[src/rtl/regfile_wb_arbiter_pkg.sv]
// Shared definitions for the register-file writeback arbiter.
//   REG_W    : register address width
//   DATA_W   : register data width
//   wb_req_t : one pending register write (destination + data)
package regfile_wb_arbiter_pkg;

  localparam int unsigned REG_W  = 5;
  localparam int unsigned DATA_W = 32;

  typedef struct packed {
    logic [REG_W-1:0]  rd;
    logic [DATA_W-1:0] data;
  } wb_req_t;

endpackage

[src/rtl/regfile_wb_arbiter_if.sv]
// Multdiv result handshake into the writeback arbiter.
//   md_valid : result valid (held with stable rd/data until accepted)
//   md_rd    : result destination register
//   md_data  : result value
//   md_ready : arbiter queue can accept a result
// master = multdiv unit, slave = arbiter.
interface regfile_wb_arbiter_if #(
  parameter int unsigned REG_W  = regfile_wb_arbiter_pkg::REG_W,
  parameter int unsigned DATA_W = regfile_wb_arbiter_pkg::DATA_W
);
  logic              md_valid;
  logic [REG_W-1:0]  md_rd;
  logic [DATA_W-1:0] md_data;
  logic              md_ready;

  modport master (output md_valid, output md_rd, output md_data, input md_ready);
  modport slave  (input md_valid, input md_rd, input md_data, output md_ready);
endinterface

[src/rtl/regfile_wb_arbiter_wb_fifo.sv]
// In-order circular buffer of pending multdiv writes.
// Each entry carries rd, data, valid and kill. A parallel kill port marks
// every live entry whose rd matches kill_rd; two query ports report whether
// any live, unkilled entry targets a given register.
//   clock, ctrl_reset         : clock, synchronous active-low reset
//   push, push_req, push_kill : enqueue at tail (caller guarantees not full)
//   pop                       : dequeue head (caller guarantees not empty)
//   head_req, head_kill       : current head entry
//   kill_en, kill_rd          : kill all live entries with rd == kill_rd
//   query_a/b, match_a/b      : rd-match lookups over live unkilled entries
//   count                     : occupancy, killed entries included
module wb_fifo
  import regfile_wb_arbiter_pkg::*;
#(
  parameter int unsigned DEPTH = 4
) (
  input  logic                     clock,
  input  logic                     ctrl_reset,
  input  logic                     push,
  input  wb_req_t                  push_req,
  input  logic                     push_kill,
  input  logic                     pop,
  output wb_req_t                  head_req,
  output logic                     head_kill,
  input  logic                     kill_en,
  input  logic [REG_W-1:0]         kill_rd,
  input  logic [REG_W-1:0]         query_a,
  input  logic [REG_W-1:0]         query_b,
  output logic                     match_a,
  output logic                     match_b,
  output logic [$clog2(DEPTH):0]   count
);

  localparam int unsigned PTR_W = $clog2(DEPTH);
  localparam logic [PTR_W-1:0] PTR_ONE = 1;
  localparam logic [PTR_W:0]   CNT_ONE = 1;

  logic [REG_W-1:0]  rd_q   [DEPTH];
  logic [DATA_W-1:0] data_q [DEPTH];
  logic [DEPTH-1:0]  valid_q;
  logic [DEPTH-1:0]  kill_q;
  logic [PTR_W-1:0]  head;
  logic [PTR_W-1:0]  tail;

  always_ff @(posedge clock) begin
    if (push) begin
      rd_q[tail]   <= push_req.rd;
      data_q[tail] <= push_req.data;
    end
  end

  // Pointers wrap naturally since DEPTH is a power of two; full/empty come
  // from count alone. kill_en and pop are never both set by the arbiter, and
  // the tail slot is never valid when pushed, so the updates below don't clash.
  always_ff @(posedge clock) begin
    if (!ctrl_reset) begin
      head    <= '0;
      tail    <= '0;
      count   <= '0;
      valid_q <= '0;
      kill_q  <= '0;
    end else begin
      if (kill_en) begin
        for (int unsigned i = 0; i < DEPTH; i++) begin
          if (valid_q[i] && (rd_q[i] == kill_rd)) kill_q[i] <= 1'b1;
        end
      end
      if (pop) begin
        valid_q[head] <= 1'b0;
        kill_q[head]  <= 1'b0;
        head          <= head + PTR_ONE;
      end
      if (push) begin
        valid_q[tail] <= 1'b1;
        kill_q[tail]  <= push_kill;
        tail          <= tail + PTR_ONE;
      end
      unique case ({push, pop})
        2'b10:   count <= count + CNT_ONE;
        2'b01:   count <= count - CNT_ONE;
        default: count <= count;
      endcase
    end
  end

  assign head_req.rd   = rd_q[head];
  assign head_req.data = data_q[head];
  assign head_kill     = kill_q[head];

  always_comb begin
    match_a = 1'b0;
    match_b = 1'b0;
    for (int unsigned i = 0; i < DEPTH; i++) begin
      if (valid_q[i] && !kill_q[i] && (rd_q[i] == query_a)) match_a = 1'b1;
      if (valid_q[i] && !kill_q[i] && (rd_q[i] == query_b)) match_b = 1'b1;
    end
  end

endmodule

[src/rtl/regfile_wb_arbiter.sv]
// Write-side initiator for the 32x32 register file. Merges single-cycle
// pipeline writebacks with queued multdiv results onto one registered write
// port; the pipeline always wins and the queue drains only in idle cycles.
//   clock, ctrl_reset        : clock, synchronous active-low reset
//   pipe_we/pipe_rd/pipe_data: pipeline writeback
//   md (slave)               : multdiv result handshake
//   query_a/b, hazard_a/b    : decode operand hazard lookup
//   ctrl_writeEnable, ctrl_writeReg, data_writeReg : register file write port
//   q_count                  : queue occupancy, killed entries included
module regfile_wb_arbiter
  import regfile_wb_arbiter_pkg::*;
#(
  parameter int unsigned DEPTH  = 4,
  parameter int unsigned REG_W  = regfile_wb_arbiter_pkg::REG_W,
  parameter int unsigned DATA_W = regfile_wb_arbiter_pkg::DATA_W
) (
  input  logic                   clock,
  input  logic                   ctrl_reset,
  input  logic                   pipe_we,
  input  logic [REG_W-1:0]       pipe_rd,
  input  logic [DATA_W-1:0]      pipe_data,
  regfile_wb_arbiter_if.slave    md,
  input  logic [REG_W-1:0]       query_a,
  input  logic [REG_W-1:0]       query_b,
  output logic                   hazard_a,
  output logic                   hazard_b,
  output logic                   ctrl_writeEnable,
  output logic [REG_W-1:0]       ctrl_writeReg,
  output logic [DATA_W-1:0]      data_writeReg,
  output logic [$clog2(DEPTH):0] q_count
);

  localparam int unsigned CNT_W = $clog2(DEPTH) + 1;
  localparam logic [CNT_W-1:0] FULL = CNT_W'(DEPTH);

  wb_req_t push_req;
  wb_req_t head_req;
  logic    head_kill;
  logic    push_kill;
  logic    accept;
  logic    pop;
  logic    pipe_sel;
  logic    match_a;
  logic    match_b;

  assign md.md_ready = (q_count < FULL);
  assign accept      = md.md_valid && md.md_ready;

  // Any pipe_we (even to r0) blocks the drain; only nonzero rd issues.
  assign pipe_sel = pipe_we && (pipe_rd != '0);
  assign pop      = !pipe_we && (q_count != '0);

  // The pipeline write is younger than any multdiv result, so a same-cycle
  // result to the same register must never land; r0 results never land.
  assign push_req.rd   = md.md_rd;
  assign push_req.data = md.md_data;
  assign push_kill     = (md.md_rd == '0) || (pipe_we && (pipe_rd == md.md_rd));

  wb_fifo #(.DEPTH(DEPTH)) u_fifo (
    .clock      (clock),
    .ctrl_reset (ctrl_reset),
    .push       (accept),
    .push_req   (push_req),
    .push_kill  (push_kill),
    .pop        (pop),
    .head_req   (head_req),
    .head_kill  (head_kill),
    .kill_en    (pipe_we),
    .kill_rd    (pipe_rd),
    .query_a    (query_a),
    .query_b    (query_b),
    .match_a    (match_a),
    .match_b    (match_b),
    .count      (q_count)
  );

  always_ff @(posedge clock) begin
    if (!ctrl_reset) begin
      ctrl_writeEnable <= 1'b0;
      ctrl_writeReg    <= '0;
      data_writeReg    <= '0;
    end else if (pipe_sel) begin
      ctrl_writeEnable <= 1'b1;
      ctrl_writeReg    <= pipe_rd;
      data_writeReg    <= pipe_data;
    end else if (pop) begin
      ctrl_writeEnable <= !head_kill && (head_req.rd != '0);
      ctrl_writeReg    <= head_req.rd;
      data_writeReg    <= head_req.data;
    end else begin
      ctrl_writeEnable <= 1'b0;
    end
  end

  always_comb begin
    hazard_a = (query_a != '0) &&
               (match_a ||
                (ctrl_writeEnable && (ctrl_writeReg == query_a)) ||
                (md.md_valid && (md.md_rd == query_a)));
    hazard_b = (query_b != '0) &&
               (match_b ||
                (ctrl_writeEnable && (ctrl_writeReg == query_b)) ||
                (md.md_valid && (md.md_rd == query_b)));
  end

endmodule

[src/flat_wrapper.sv]
// flat-port wrapper written by rule: the top's interface ports become plain ports
module regfile_wb_arbiter_flat import regfile_wb_arbiter_pkg::*;
#(
  parameter int unsigned DEPTH  = 4,
  parameter int unsigned REG_W  = regfile_wb_arbiter_pkg::REG_W,
  parameter int unsigned DATA_W = regfile_wb_arbiter_pkg::DATA_W
)
  (clock, ctrl_reset, pipe_we, pipe_rd, pipe_data, query_a, query_b, hazard_a, hazard_b, ctrl_writeEnable, ctrl_writeReg, data_writeReg, q_count, md_md_valid, md_md_rd, md_md_data, md_md_ready);
  regfile_wb_arbiter_if #(.REG_W(REG_W), .DATA_W(DATA_W)) md_i ();
  input  logic clock;
  input  logic ctrl_reset;
  input  logic pipe_we;
  input  logic [REG_W-1:0] pipe_rd;
  input  logic [DATA_W-1:0] pipe_data;
  input  logic [REG_W-1:0] query_a;
  input  logic [REG_W-1:0] query_b;
  output logic hazard_a;
  output logic hazard_b;
  output logic ctrl_writeEnable;
  output logic [REG_W-1:0] ctrl_writeReg;
  output logic [DATA_W-1:0] data_writeReg;
  output logic [$clog2(DEPTH):0] q_count;
  input wire logic [$bits(md_i.md_valid)-1:0] md_md_valid;
  input wire logic [$bits(md_i.md_rd)-1:0] md_md_rd;
  input wire logic [$bits(md_i.md_data)-1:0] md_md_data;
  output wire logic [$bits(md_i.md_ready)-1:0] md_md_ready;
  assign md_i.md_valid = md_md_valid;
  assign md_i.md_rd = md_md_rd;
  assign md_i.md_data = md_md_data;
  assign md_md_ready = md_i.md_ready;
  regfile_wb_arbiter #(.DEPTH(DEPTH), .REG_W(REG_W), .DATA_W(DATA_W)) u_core (.clock(clock), .ctrl_reset(ctrl_reset), .pipe_we(pipe_we), .pipe_rd(pipe_rd), .pipe_data(pipe_data), .md(md_i), .query_a(query_a), .query_b(query_b), .hazard_a(hazard_a), .hazard_b(hazard_b), .ctrl_writeEnable(ctrl_writeEnable), .ctrl_writeReg(ctrl_writeReg), .data_writeReg(data_writeReg), .q_count(q_count));
endmodule
[config.mk]
export PLATFORM = sky130hd
export DESIGN_NAME = regfile_wb_arbiter_flat
export DESIGN_NICKNAME = d
export VERILOG_FILES = /design/src/rtl/regfile_wb_arbiter_pkg.sv /design/src/rtl/regfile_wb_arbiter_if.sv /design/src/rtl/regfile_wb_arbiter_wb_fifo.sv /design/src/rtl/regfile_wb_arbiter.sv /design/src/flat_wrapper.sv
export SDC_FILE = /design/constraint.sdc
export NUM_CORES = 1
export LEC_CHECK = 0
export ABC_CLOCK_PERIOD_IN_PS = 6700
export CAP_MARGIN = 25
export CORE_ASPECT_RATIO = 1.75
export CORE_MARGIN = 2
export CORE_UTILIZATION = 55
export DETAILED_ROUTE_END_ITERATION = 7
export PLACE_DENSITY = 0.81
export SLEW_MARGIN = 20
export SYNTH_ARGS = -nofsm -noshare
export SYNTH_HDL_FRONTEND = slang
export SYNTH_SLANG_ARGS = --single-unit
[constraint.sdc]
create_clock -name clock -period 6.7 [get_ports clock]
set_input_delay 1.005 -clock clock [delete_from_list [all_inputs] [get_ports clock]]
set_output_delay 1.005 -clock clock [all_outputs]
set_load 0.05 [all_outputs]
==> flow_summary.yaml <==
finish:
  layout_commonest_cell: "edfxtp_1"
  stdcell_count: 939
  most-common-layout-cells: "edfxtp_1, clkdlybuf4s50_1, dfxtp_1"
  drive_above_1_share_pct: 10.6
  area.growth.synth_to_final_pct: 22.1
  final_nets: 831
power_and_ir_drop:
  powerDensity_mw_per_mm2: 337
  vdd_drop_max_v: 0.000277
  p_leak_uw: 0.00401
min_path:
  hold_end: "u_core.u_fifo.valid_q[3]"
  hold_class: "reg2reg"
  hold_depth: 2
  worstHoldStart: "u_core.u_fifo.valid_q[3]"
cts:
  cts_resized: 0
  cts_hold_buf: 0
  htree_levels: 1
  cts_tree: "done"
  path_clk_slew_ns: 0.06
  root_buffer: "clkbuf_16"
  postCtsSetupBuffers: 0
  max-clock-path-buffers: 3
  clk_latency_ns: 0.49
  numCtsBuffers: 19
  numClockSinks: 203
global_route:
  antenna_found_initial: 1
  grt_overflow: 0
  grt_pass1_vias: 6226
  grt_pass1_wl_um: 34100
  grt_max_degree: 58
  groute.usage.overall_pct: 25.9
drt:
  drt-initial-drc-count: 349
  wl_per_cell_um: 23.7
  ant_nets: 0
  drt-vias-per-instance: 6.03
  route.detailed.drc: 0
  wirelength_um: 22200
  first_pass_iters: 4
  vias: 5666
sta:
  grt_setup_unrepaired: "no"
  fin_crit_sh_pct: 66.2
  finalHoldViolations: 0
  fin_skew_ns: 0.0147
  drv_slew: 0
  tightestPinTransition_ns: 1.04
  whs_ns: 0.492
  max_freq_mhz: 226
  setup_violations: 0
  relSlewSlack_pct: 30.9
  tns_ns: 0
  period_minus_slack_ns: 4.43
die:
  coreArea_mm2: 0.0163
  die_w_um: 101
  rows: 62
  start_util_pct: 55.6
  boundaryPins: 132
  die_h_um: 174
  dieArea_mm2: 0.0175
critical_path:
  crit_path_end_kind: "output pin"
  r2r_end: "u_core.u_fifo.data_q[1][22]"
  critPathMaxFanout: 8
  arrival_ns: 3.43
  crit_path_start_kind: "primary input"
  rr_startpoint: "u_core.u_fifo.count[2]"
  crit_type: "in2out"
  r2r_setup_slack_ns: 4.24
  r2r_cells: 4
  worstPathRequired_ns: 5.69
synthesis:
  avgSynthCellArea_um2: 14.7
  synthFlopType: "edfxtp_1"
  synth_edf_count: 148
  yosysUniqueCellTypes: 43
  ys_ff_latch: 203
  syn_nets: 715
  async_flop_share_pct: 0
  ys_warn_count: 0
  syn-cell-area_mm2: 0.00905
  syn_inst: 617
  synth-seq-area-share_pct: 61.2
run:
  cap_viol_max_count: 0
placement:
  port_buffers: 131
  hpwl_um: 15800
  place_congestion: 0.987
  dp_cells: 904
status:
  status: "completed"
==> cells by family after synthesis <==
| logic type | count (synthesis) | synth area share (%) |
|---|---|---|
| DFF | 203 | 61.2 |
| muxes | 70 | 13.0 |
| xor gates and xnor gates | 83 | 8.03 |
| and+or+nand+nor | 115 | 6.26 |
| buffers and inverters | 60 | 2.98 |
| adders and majority gates | 10 | 1.46 |
| AOI/OAI and AO/OA | 76 | 7.02 |
==> cell usage after synthesis (2+ instances only) <==
master | count | area (um2)
edfxtp_1 | 148 | 4440
dfxtp_1 | 55 | 1100
nand2_1 | 51 | 191
xnor2_1 | 46 | 403
mux4_2 | 38 | 856
o211a_1 | 37 | 370
xor2_1 | 37 | 324
mux2i_1 | 32 | 320
clkbuf_1 | 22 | 82.6
inv_1 | 17 | 63.8
buf_2 | 11 | 55.1
ha_1 | 9 | 113
nor3_1 | 9 | 45.0
nor4_1 | 9 | 56.3
nand4_1 | 8 | 50.1
o21ai_0 | 8 | 40.0
and2_1 | 7 | 43.8
nor2_1 | 7 | 26.3
a21boi_0 | 6 | 45.0
buf_4 | 6 | 45.0
nand2b_1 | 6 | 37.5
a21oi_1 | 5 | 25.0
nand3_1 | 5 | 25.0
or4_1 | 5 | 37.5
and3_1 | 4 | 25.0
a31oi_1 | 3 | 18.8
a221oi_1 | 2 | 17.5
a41o_1 | 2 | 20.0
a41oi_1 | 2 | 17.5
buf_1 | 2 | 7.51
nor2b_1 | 2 | 12.5
o211ai_1 | 2 | 15.0
o21a_1 | 2 | 15.0
o22ai_1 | 2 | 12.5
o32ai_1 | 2 | 17.5
==> worst max-delay path: stages <==
cell and delay (ns):
clkdlybuf4s50_1 0.66, xor2_1 0.27, nor4_1 0.27, and3_1 0.20, nor4_1 0.06, a21oi_1 0.15, clkdlybuf4s50_1 0.82
==> flip-flops by register name, indices dropped and copies added, names as in the netlist, named ones only <==
name	cells
u_core.u_fifo.rd_q	20
u_core.u_fifo.kill_q	4
u_core.u_fifo.data_q	128
u_core.u_fifo.tail	2
u_core.ctrl_writeEnable	1
u_core.data_writeReg	32
u_core.ctrl_writeReg	5
u_core.u_fifo.valid_q	4
u_core.u_fifo.count	3
u_core.u_fifo.head	2
==> routing by layer <==
| layer | routed length, um | global-route usage, % | vias to the layer above |
|---|---|---|---|
| met2 | 12600 | 48.5 | 217 |
| met1 | 7430 | 27.2 | 2824 |
| met4 | 1230 | 13.7 | 0 |
| met3 | 973 | 3.43 | 71 |
| met5 | 0 | 0 | - |
| li1 | - | - | 2554 |
==> area by class of cell <==
class	count	area [um2]
tap	192	240
inverter	17	63.8
timing repair buffer	138	1360
antenna	1	2.50
fill	1147	5240
sequential	203	5550
multi-input combinational	354	3250
clock inverter	9	81.3
clock buffer	25	508
==> through the flow <==
step / power [uW] / util, % / area [um2] / worst slack [ns]
2_1_floorplan: 2380 / - / 9050 / 3.08
3_3_place_gp: 2690 / 64.2 / 10500 / 2.26
3_5_place_dp: 2730 / 64.2 / 10500 / 2.26
4_1_cts: 3750 / 67.8 / 11100 / 2.25
5_1_grt: 3870 / 67.9 / 11100 / 2.14
6_report: 3720 / 67.9 / 11100 / 2.27
==> how the worst max path moves through the flow <==
stage	endpoint	start	cells after the start
4_1_cts	hazard_b	md_md_rd[2]	7
3_5_place_dp	hazard_b	md_md_rd[2]	7
5_1_grt	hazard_a	md_md_rd[0]	7
3_3_place_gp	hazard_b	md_md_rd[2]	7
6_report	hazard_a	md_md_rd[0]	7
2_1_floorplan	hazard_a	query_a[3]	6
==> power breakdown <==
| part | switching [uW] | internal, uW | total (uW) |
|---|---|---|---|
| sequential | 134 | 1520 | 1650 |
| clock | 449 | 579 | 1030 |
| combinational | 565 | 476 | 1040 |
Note: power is estimated with default switching activity, not from simulation.
==> variant (same settings) <==
Register the output `q_count`, cleared by the reset; this adds one clock of latency there. The other outputs are not delayed to match.
--- a/src/rtl/regfile_wb_arbiter.sv
+++ b/src/rtl/regfile_wb_arbiter.sv
@@ -35,2 +35,4 @@
 
+  logic [$clog2(DEPTH):0] q_count_d;
+
   wb_req_t push_req;
@@ -45,3 +47,3 @@
 
-  assign md.md_ready = (q_count < FULL);
+  assign md.md_ready = (q_count_d < FULL);
   assign accept      = md.md_valid && md.md_ready;
@@ -50,3 +52,3 @@
   assign pipe_sel = pipe_we && (pipe_rd != '0);
-  assign pop      = !pipe_we && (q_count != '0);
+  assign pop      = !pipe_we && (q_count_d != '0);
 
@@ -73,3 +75,3 @@
     .match_b    (match_b),
-    .count      (q_count)
+    .count      (q_count_d)
   );
@@ -105,2 +107,10 @@
 
+  always_ff @(posedge clock) begin
+    if (!ctrl_reset) begin
+      q_count <= '0;
+    end else begin
+      q_count <= q_count_d;
+    end
+  end
+
 endmodule
Behaviour: not the same (a bounded check fails within 4 cycles, from zero or initial values and one cycle with ctrl_reset low).
==> variant against the unedited design <==
- routed wire length shrank 5.5%
- synthesized area increased by 0.77%
- worst hold slack gained 1.5 ps
- cell count is 3.6% higher
- power decreased by 0.73%
- critical path type unchanged
- sequential cell count grew 3
- cell area rose by 0.96%
- non-clock buffer count grew 2
- worst setup slack got worse by 7.6 ps
==> variant: results (changes against the unedited design) <==
Synth
  – Yosys warnings: 0 (unchanged)
  – Count of cell types in the netlist: 37 (-14%)
  – Synth Area in XOR/XNOR: 8.544% (+0.51 points)
  – Adder and majority gate portion of the synthesized area: 1.454% (-0.011 points)
  – Ranking of synthesized cells by area: edfxtp_1 49%, dfxtp_1 13%, mux4_2 9.4%
  – Post-synthesis compound-gate area fraction: 6.322% (-0.70 points)
  – Seq/Total Area, Yosys: 61.44% (+0.19 points)
  – Proportion of synthesized area in mux cells: 12.89% (-0.10 points)
  – Post-synth top cells: 148 x edfxtp_1, 58 x dfxtp_1, 51 x nand2_1
  – EDFF count, synth: 148 (unchanged)
  – Syn Nets: 717 (+0.28%)
  – Dominant register cell in the synthesized netlist: edfxtp_1
  – Async SR Flop Fraction: 0% (unchanged)

Setup path
  – R2r endpoint: u_core.u_fifo.data_q[1][15]
  – Reg2reg start: u_core.u_fifo.count[2]
  – Worst-path fanout max: 7 (-1)
  – R2r setup slk: 4320 ps (+80 ps)
  – Arrival @ worst endpoint: 3440 ps (about the same)
  – Worst R2R Path Depth: 4 (unchanged)

Timing
  – Setup Skew: 16.72 ps (+2.002 ps)
  – Final Hold Viols: 0 (unchanged)
  – Worst Tran Pin Value: 957.3 ps (-79.02 ps)

Min path
  – Hold WC Path Type: register to register
  – Hold wc startpoint: u_core.u_fifo.valid_q[1]
  – Worst Hold End: u_core.u_fifo.valid_q[1]
  – Hold Path Depth: 2 (unchanged)

Pwr
  – PD cells: 331.0 nW/µm² (-1.7%)
  – Pint: 2.592 mW (+0.73%)
  – Worst vdd ir: 248.9 µV (-10%)
  – P_seq: about 1.7 mW
  – Leak: 4.040 nW (+0.84%)
  – Clock Power: 1.01 mW

Final layout
  – Top reg by flops: u_core.u_fifo.data_q
  – # nets final: 835 (+0.48%)
  – Layout cells sized above 1: 9.880% (-0.71 points)
  – Leading registers by flop count: u_core.u_fifo.data_q (128), u_core.data_writeReg (32), u_core.u_fifo.rd_q (20)
  – # diodes: 0 (-1)

Drt
  – Detailed Route WL: 20.99 mm (-5.5%)
  – Residual DRC: 0 (unchanged)
  – Vias per cell: 5.774 (-4.3%)
  – Initial DRC count: 303 (-13%)

GRT
  – Met1 usage: 26.06% (-1.1 points)
  – Antenna violations before repair: 0 (-1)
  – Total track usage: 24.03% (-1.8 points)
  – Met3 usage: 3.337% (-0.090 points)
  – First-pass GRT wire length: 32.10 mm (-6.0%)
  – Vias in the first global route: 5965 (-4.2%)
  – Met2 Use GR: 45.12% (-3.4 points)

Clocking
  – CTS clk-pin slew, worst paths: 60 ps (about the same)
  – CTS root buf: clkbuf_16
  – Post-CTS Setup Inserts: 0 (unchanged)
  – Gates resized, CTS repair: 0 (unchanged)
  – Num CTS Buffers: 19 (unchanged)
  – Bufs on Longest Clock Path: 3 (unchanged)
  – CTS H-tree depth: 1 (unchanged)
  – Clk_lat worst skew: 490 ps (about the same)

Placed design
  – Placer Congestion: 0.9634 (-2.4%)
  – Number of port buffers: 131 (unchanged)
  – Final HPWL DP: 14.64 mm (-7.2%)

Outcome
  – Status: completed
## variant: metrics by stage
step | area, µm² | cells | hold WS [ps] | setup WS [ps]
after floorplan | 9124 | 619 | 457.5 | 3068
after global placement | 10570 | 938 | 478.1 | 2278
after detailed placement | 10570 | 938 | 486.8 | 2266
after CTS | 11140 | 971 | 495.2 | 2260
after global routing | 11160 | 973 | 524.7 | 2072
final | 11160 | 973 | 493.8 | 2259
## variant: metal layers
| metal | up-vias | share of wire [%] |
|---|---|---|
| met4 | 0 | 4.2 |
| li1 | 2554 | - |
| met2 | 197 | 57 |
| met5 | - | 0 |
| met1 | 2805 | 34 |
| met3 | 62 | 4.8 |
## variant: layout make-up
type / count / area (µm²)
Multi-Input combinational cell: 357 / 3272
Fill cell: 1147 / 5206
Inverter: 13 / 48.80
Clock buffer: 30 / 526.8
Clock inverter: 3 / 42.54
Tap cell: 224 / 280.3
Sequential cell: 206 / 5608
Timing Repair Buffer: 140 / 1384
## variant: how the worst max path moves through the flow
| stage | start | end | slack (ps) | cells after the start |
|---|---|---|---|---|
| 6_report | query_b[1] | hazard_b | 2260 | 6 |
| 5_1_grt | query_b[1] | hazard_b | 2070 | 6 |
| 4_1_cts | query_b[1] | hazard_b | 2260 | 6 |
| 3_5_place_dp | query_b[1] | hazard_b | 2270 | 6 |
| 3_3_place_gp | query_a[3] | hazard_a | 2280 | 7 |
| 2_1_floorplan | query_a[3] | hazard_a | 3070 | 6 |
## variant: cell families after synthesis
kind of cell,count (synthesis)
AOI/OAI and AO/OA,68
muxes,70
and+or+nand+nor,120
buffers and inverters,56
DFF,206
adders and majority gates,10
xor gates and xnor gates,89
## variant: worst max-delay path, cell delays in order
cell and delay (ps):
clkdlybuf4s50_1 660, xor2_1 260, nor4_1 350, a31oi_1 150, a21oi_1 190, clkdlybuf4s50_1 830
